==> config.mk <==
export PLATFORM = sky130hd
export DESIGN_NAME = math_pipelined_sequencer
export DESIGN_NICKNAME = d
export VERILOG_FILES = /design/src/rtl/math_pipelined_sequencer.sv
export SDC_FILE = /design/constraint.sdc
export NUM_CORES = 1
export LEC_CHECK = 0
export CORE_UTILIZATION = 38
export CTS_BUF_LIST = sky130_fd_sc_hd__clkbuf_4 sky130_fd_sc_hd__clkbuf_8 sky130_fd_sc_hd__clkbuf_16
export DETAILED_ROUTE_END_ITERATION = 7
export PLACE_DENSITY = 0.79
export SLEW_MARGIN = 20
export SYNTH_ARGS = -nofsm -noshare
export SYNTH_HDL_FRONTEND = slang
export SYNTH_SLANG_ARGS = --single-unit
==> constraint.sdc <==
create_clock -name clk -period 1.4 [get_ports clk]
set_input_delay 0.28 -clock clk [delete_from_list [all_inputs] [get_ports clk]]
set_output_delay 0.28 -clock clk [all_outputs]
set_load 0.01 [all_outputs]
==> src/rtl/math_pipelined_sequencer.sv <==
// Valid/ready front-end for the pipelined add/sub/gate unit: issues one operand
// pair with a single-cycle math_ce, waits out the unit latency, then holds the result.
module math_pipelined_sequencer #(
  parameter int unsigned WIDTH   = 4,
  parameter int unsigned LATENCY = 4
) (
  input  logic             clk,
  input  logic             rst_n,
  input  logic             in_valid,
  output logic             in_ready,
  input  logic [WIDTH-1:0] in_a,
  input  logic [WIDTH-1:0] in_b,
  output logic             out_valid,
  input  logic             out_ready,
  output logic [WIDTH-1:0] out_sum,
  output logic [WIDTH-1:0] out_sub,
  output logic             out_and,
  output logic             out_or,
  output logic             out_xor,
  output logic             busy,
  output logic             math_ce,
  output logic [WIDTH-1:0] math_i1,
  output logic [WIDTH-1:0] math_i2,
  input  logic [WIDTH-1:0] math_sum,
  input  logic [WIDTH-1:0] math_sub,
  input  logic             math_and,
  input  logic             math_or,
  input  logic             math_xor
);

  localparam int unsigned   CW       = $clog2(LATENCY + 1);
  localparam logic [CW-1:0] CNT_LAST = CW'(LATENCY);

  typedef enum logic [1:0] {IDLE, ISSUE, WAIT, DONE} state_t;

  state_t        state, state_nx;
  logic [CW-1:0] cnt;
  logic          accept;

  assign in_ready = (state == IDLE) || ((state == DONE) && out_ready);
  assign accept   = in_valid && in_ready;
  assign math_ce  = (state == ISSUE);
  assign busy     = (state == ISSUE) || (state == WAIT);

  always_comb begin
    state_nx = state;
    unique case (state)
      IDLE:    if (in_valid) state_nx = ISSUE;
      ISSUE:   state_nx = WAIT;
      WAIT:    if (cnt == CNT_LAST) state_nx = DONE;
      DONE:    if (out_ready) state_nx = in_valid ? ISSUE : IDLE;
      default: state_nx = IDLE;
    endcase
  end

  always_ff @(posedge clk or negedge rst_n) begin
    if (!rst_n) state <= IDLE;
    else        state <= state_nx;
  end

  // The operand registers double as math_i1/math_i2, so they only move on accept.
  always_ff @(posedge clk or negedge rst_n) begin
    if (!rst_n) begin
      math_i1   <= '0;
      math_i2   <= '0;
      cnt       <= '0;
      out_valid <= 1'b0;
      out_sum   <= '0;
      out_sub   <= '0;
      out_and   <= 1'b0;
      out_or    <= 1'b0;
      out_xor   <= 1'b0;
    end else begin
      if (accept) begin
        math_i1 <= in_a;
        math_i2 <= in_b;
      end
      if (state == ISSUE) begin
        cnt <= CW'(1);
      end else if (state == WAIT) begin
        if (cnt != CNT_LAST) begin
          cnt <= cnt + CW'(1);
        end else begin
          out_sum   <= math_sum;
          out_sub   <= math_sub;
          out_and   <= math_and;
          out_or    <= math_or;
          out_xor   <= math_xor;
          out_valid <= 1'b1;
        end
      end else if ((state == DONE) && out_ready) begin
        out_valid <= 1'b0;
      end
    end
  end

endmodule

==> impl_metrics.ini <==
[cts]
clkTransAtPathRegs_ns = 0.14
tritoncts.num_buffers = 3
worst_skew_pair.late_latency_ns = 0.32
cts_sinks = 25
cts.htree.levels = 1
clock_tree.buffer_depth = 2
cts_tree = yes
root_cell_of_the_clock_tree = sky130_fd_sc_hd__clkbuf_4
cts_hold_fix_bufs = 0

[setup_path]
timing.critical_path.max_delay_family = buffers and inverters
crit_type = register to register
setup.reg_to_reg.worst_slack_ns = -0.25
number_of_cells_on_the_worst_reg_to_reg_path = 7
rr_endpoint = out_or
crit_path_max_fanout = 11
critical_path.cell_chain = buf_6 -> inv_2 -> buf_6 -> ha_4 -> nand4b_1 -> buf_12 -> mux2_4
critical_path_arrival_ns = 1.86
timing.critical_path.from_type = register
max_stage_delay_ns = 0.42
crit_slowest_cell = sky130_fd_sc_hd__dfrtp_1
crit_top_cell = sky130_fd_sc_hd__buf_6
crit_buf_inv = 4
r2r_start = state[0]
worst-endpoint-required_ns = 1.61
crit_end_category = register

[place]
place_hpwl_um = 1930
port-buffer-count = 45
weighted_congestion_reported_at_the_end_of_routability_driven_placement = 0.762
place.detailed.instances = 171

[yosys]
synth_top_family_by_area = multiplexers
ys_seq_elements = 25
synthAdderAreaFrac_pct = 7.47
synth-edff-count = 0
synth_compound_area_share_pct = 8.43
synth_top_area_share_pct = 53.4
post-synth-top-area-cell = sky130_fd_sc_hd__dfrtp_1
ys_warns = 0
library_cells_used_by_synthesis = 26
ys.flop_type = sky130_fd_sc_hd__dfrtp_1
netlist_area_um2 = 1170
ys_seq_area_share_pct = 53.4
netlist_instances = 80
synth.avg_cell_area_um2 = 14.7
syn_nets = 110
asyncSetResetFlopFracSynth_pct = 100
synth_xor_area_share_pct = 0
ys_top_cells_by_area = sky130_fd_sc_hd__dfrtp_1 (53%), sky130_fd_sc_hd__mux2_4 (13%), sky130_fd_sc_hd__mux2_1 (8.6%)
post_synth_and_or_nand_nor_area_fraction_pct = 5.23
synth.mux.area_fraction_pct = 23.3

[global_routing]
grt_most_used_layer = met2
grt_pass1_wl_um = 4040
antenna_found_initial = 0
global_route.usage.met1_pct = 20.1
grtUsageMet2_pct = 28.4
grt_pass1_vias = 871
grt_use_total_pct = 15.9
grt_start_max_net_pins = 26
grt_overflow_total = 0
gr-usage-met3_pct = 2.95

[layout]
finalNetCount = 181
final_util_pct = 69.5
layout.cells.most_common = sky130_fd_sc_hd__dfrtp_1
diodes = 0
drive_above_1_share_pct = 42.7
fillers = 194
area_growth_pct = 67.7
stdcell_count = 181
final_cell_mix = sky130_fd_sc_hd__dfrtp_1 (24), sky130_fd_sc_hd__clkdlybuf4s50_1 (22), sky130_fd_sc_hd__dlygate4sd2_1 (20)

[pwr]
pwr_density_cell_nw_per_um2 = 2250
total_leakage_power_nw = 0.968
peakVddDrop_mv = 1.28
totalPowerFinal_mw = 4.43

[route]
routed-via-count = 894
detail_route.drc_violations = 4
via_per_inst = 4.94
finalWirelength_um = 2630
postRouteAntennaNets = 0
dr.pass1.iters = 5
route.detailed.wl_per_inst_um = 14.5
drt_iter0_drc = 20

[flow_run]
drv_cap = 0

[sta]
timing_worst_slew_pin_value_ns = 0.309
timing.max_slew.rel_slack_pct = 79.4
clock-skew-final_ns = 0.00869
finalHoldViolCount = 0
final.period_utilization_pct = 118
grt_setup_unrepaired = true
max_freq_mhz = 604
final-max-slew-violation-count = 0
period_needed_ns = 1.65
final-setup-viol-count = 27
layout_setup_ws_ns = -0.254
final.setup.tns_ns = -4.68

[min_path]
hold_path_class = input pin to async pin

[floorplan]
die-area_um2 = 3310
chipWidth_um = 57.5
core-area_um2 = 2830
io_pins = 46
core.rowCount = 19
die-height_um = 57.5
initial_util_pct = 41.4

[run_status]
violations = DRC, setup timing
outcome = complete, but fails checks
## timing repair
item,CTS,global route
gates resized for setup,40,7
setup endpoints to repair,46,27
pin swaps,2,2
setup buffers,5,2
endpoints found under the hold margin,0,0
## synthesized netlist by cell type (all sizes together), types with 2 or more instances
| library cell | n |
|---|---|
| a21oi | 2 |
| ha | 7 |
| nand2 | 4 |
| mux2 | 20 |
| inv | 4 |
| a211oi | 2 |
| dfrtp | 25 |
| nor2 | 2 |
## power by group
group	internal [mW]	switching (mW)	total, mW
combinational	1.69	1.12	2.81
sequential	1.09	0.202	1.29
clock	0.109	0.216	0.325
total	2.89	1.54	4.43
## metrics by stage
step	worst slack, ns	hold WS, ns	instance area (um^2)
2_1_floorplan	-0.0641	-0.0156	1230
3_3_place_gp	-0.311	0.485	1840
3_5_place_dp	-0.325	0.493	1840
4_1_cts	-0.229	0.315	1920
5_1_grt	-0.292	0.312	1970
6_report	-0.254	0.308	1970
## routing by layer
| layer | routed length (um) | up-vias |
|---|---|---|
| met5 | 0 | - |
| met4 | 0 | 0 |
| met3 | 159 | 0 |
| met2 | 1410 | 29 |
| met1 | 1050 | 445 |
| li1 | - | 420 |
## kinds of logic (layout without fill, tap and decap cells)
family | count (synthesis) | in the layout
flip-flops | 25 | 25
multiplexers | 21 | 21
AO/OA/AOI/OAI | 12 | 12
AND/OR/NAND/NOR | 10 | 10
adder cells (fa/ha/maj) | 7 | 7
buffers and inverters | 5 | 75
## layout make-up
class,count,area (um^2),area share (%)
multi-input cells,50,649,33.0
well taps,31,38.8,1.97
inverters,4,15.0,0.764
repair buffers,67,606,30.8
flip-flops and latches,25,627,31.9
clock buffers,3,22.5,1.15
clock inverters,1,7.51,0.382
## state kept, by name, summed over array words and instances (netlist names), 2 cells and up
name	cells
math_i1	4
cnt	3
out_sum	4
state	2
out_sub	4
math_i2	4
## worst max path at each step
stage          depth (start not counted)    endpoint       from  slack [ns]
2_1_floorplan                          4    state[1]   state[0]       -0.06
6_report                               7      out_or   state[0]       -0.25
5_1_grt                                7  out_sub[0]   state[0]       -0.29
3_5_place_dp                           3    in_ready  out_ready       -0.33
4_1_cts                                5    state[1]   state[0]       -0.23
3_3_place_gp                           3    in_ready  out_ready       -0.31
No activity file was read; power rests on OpenSTA's default activity.
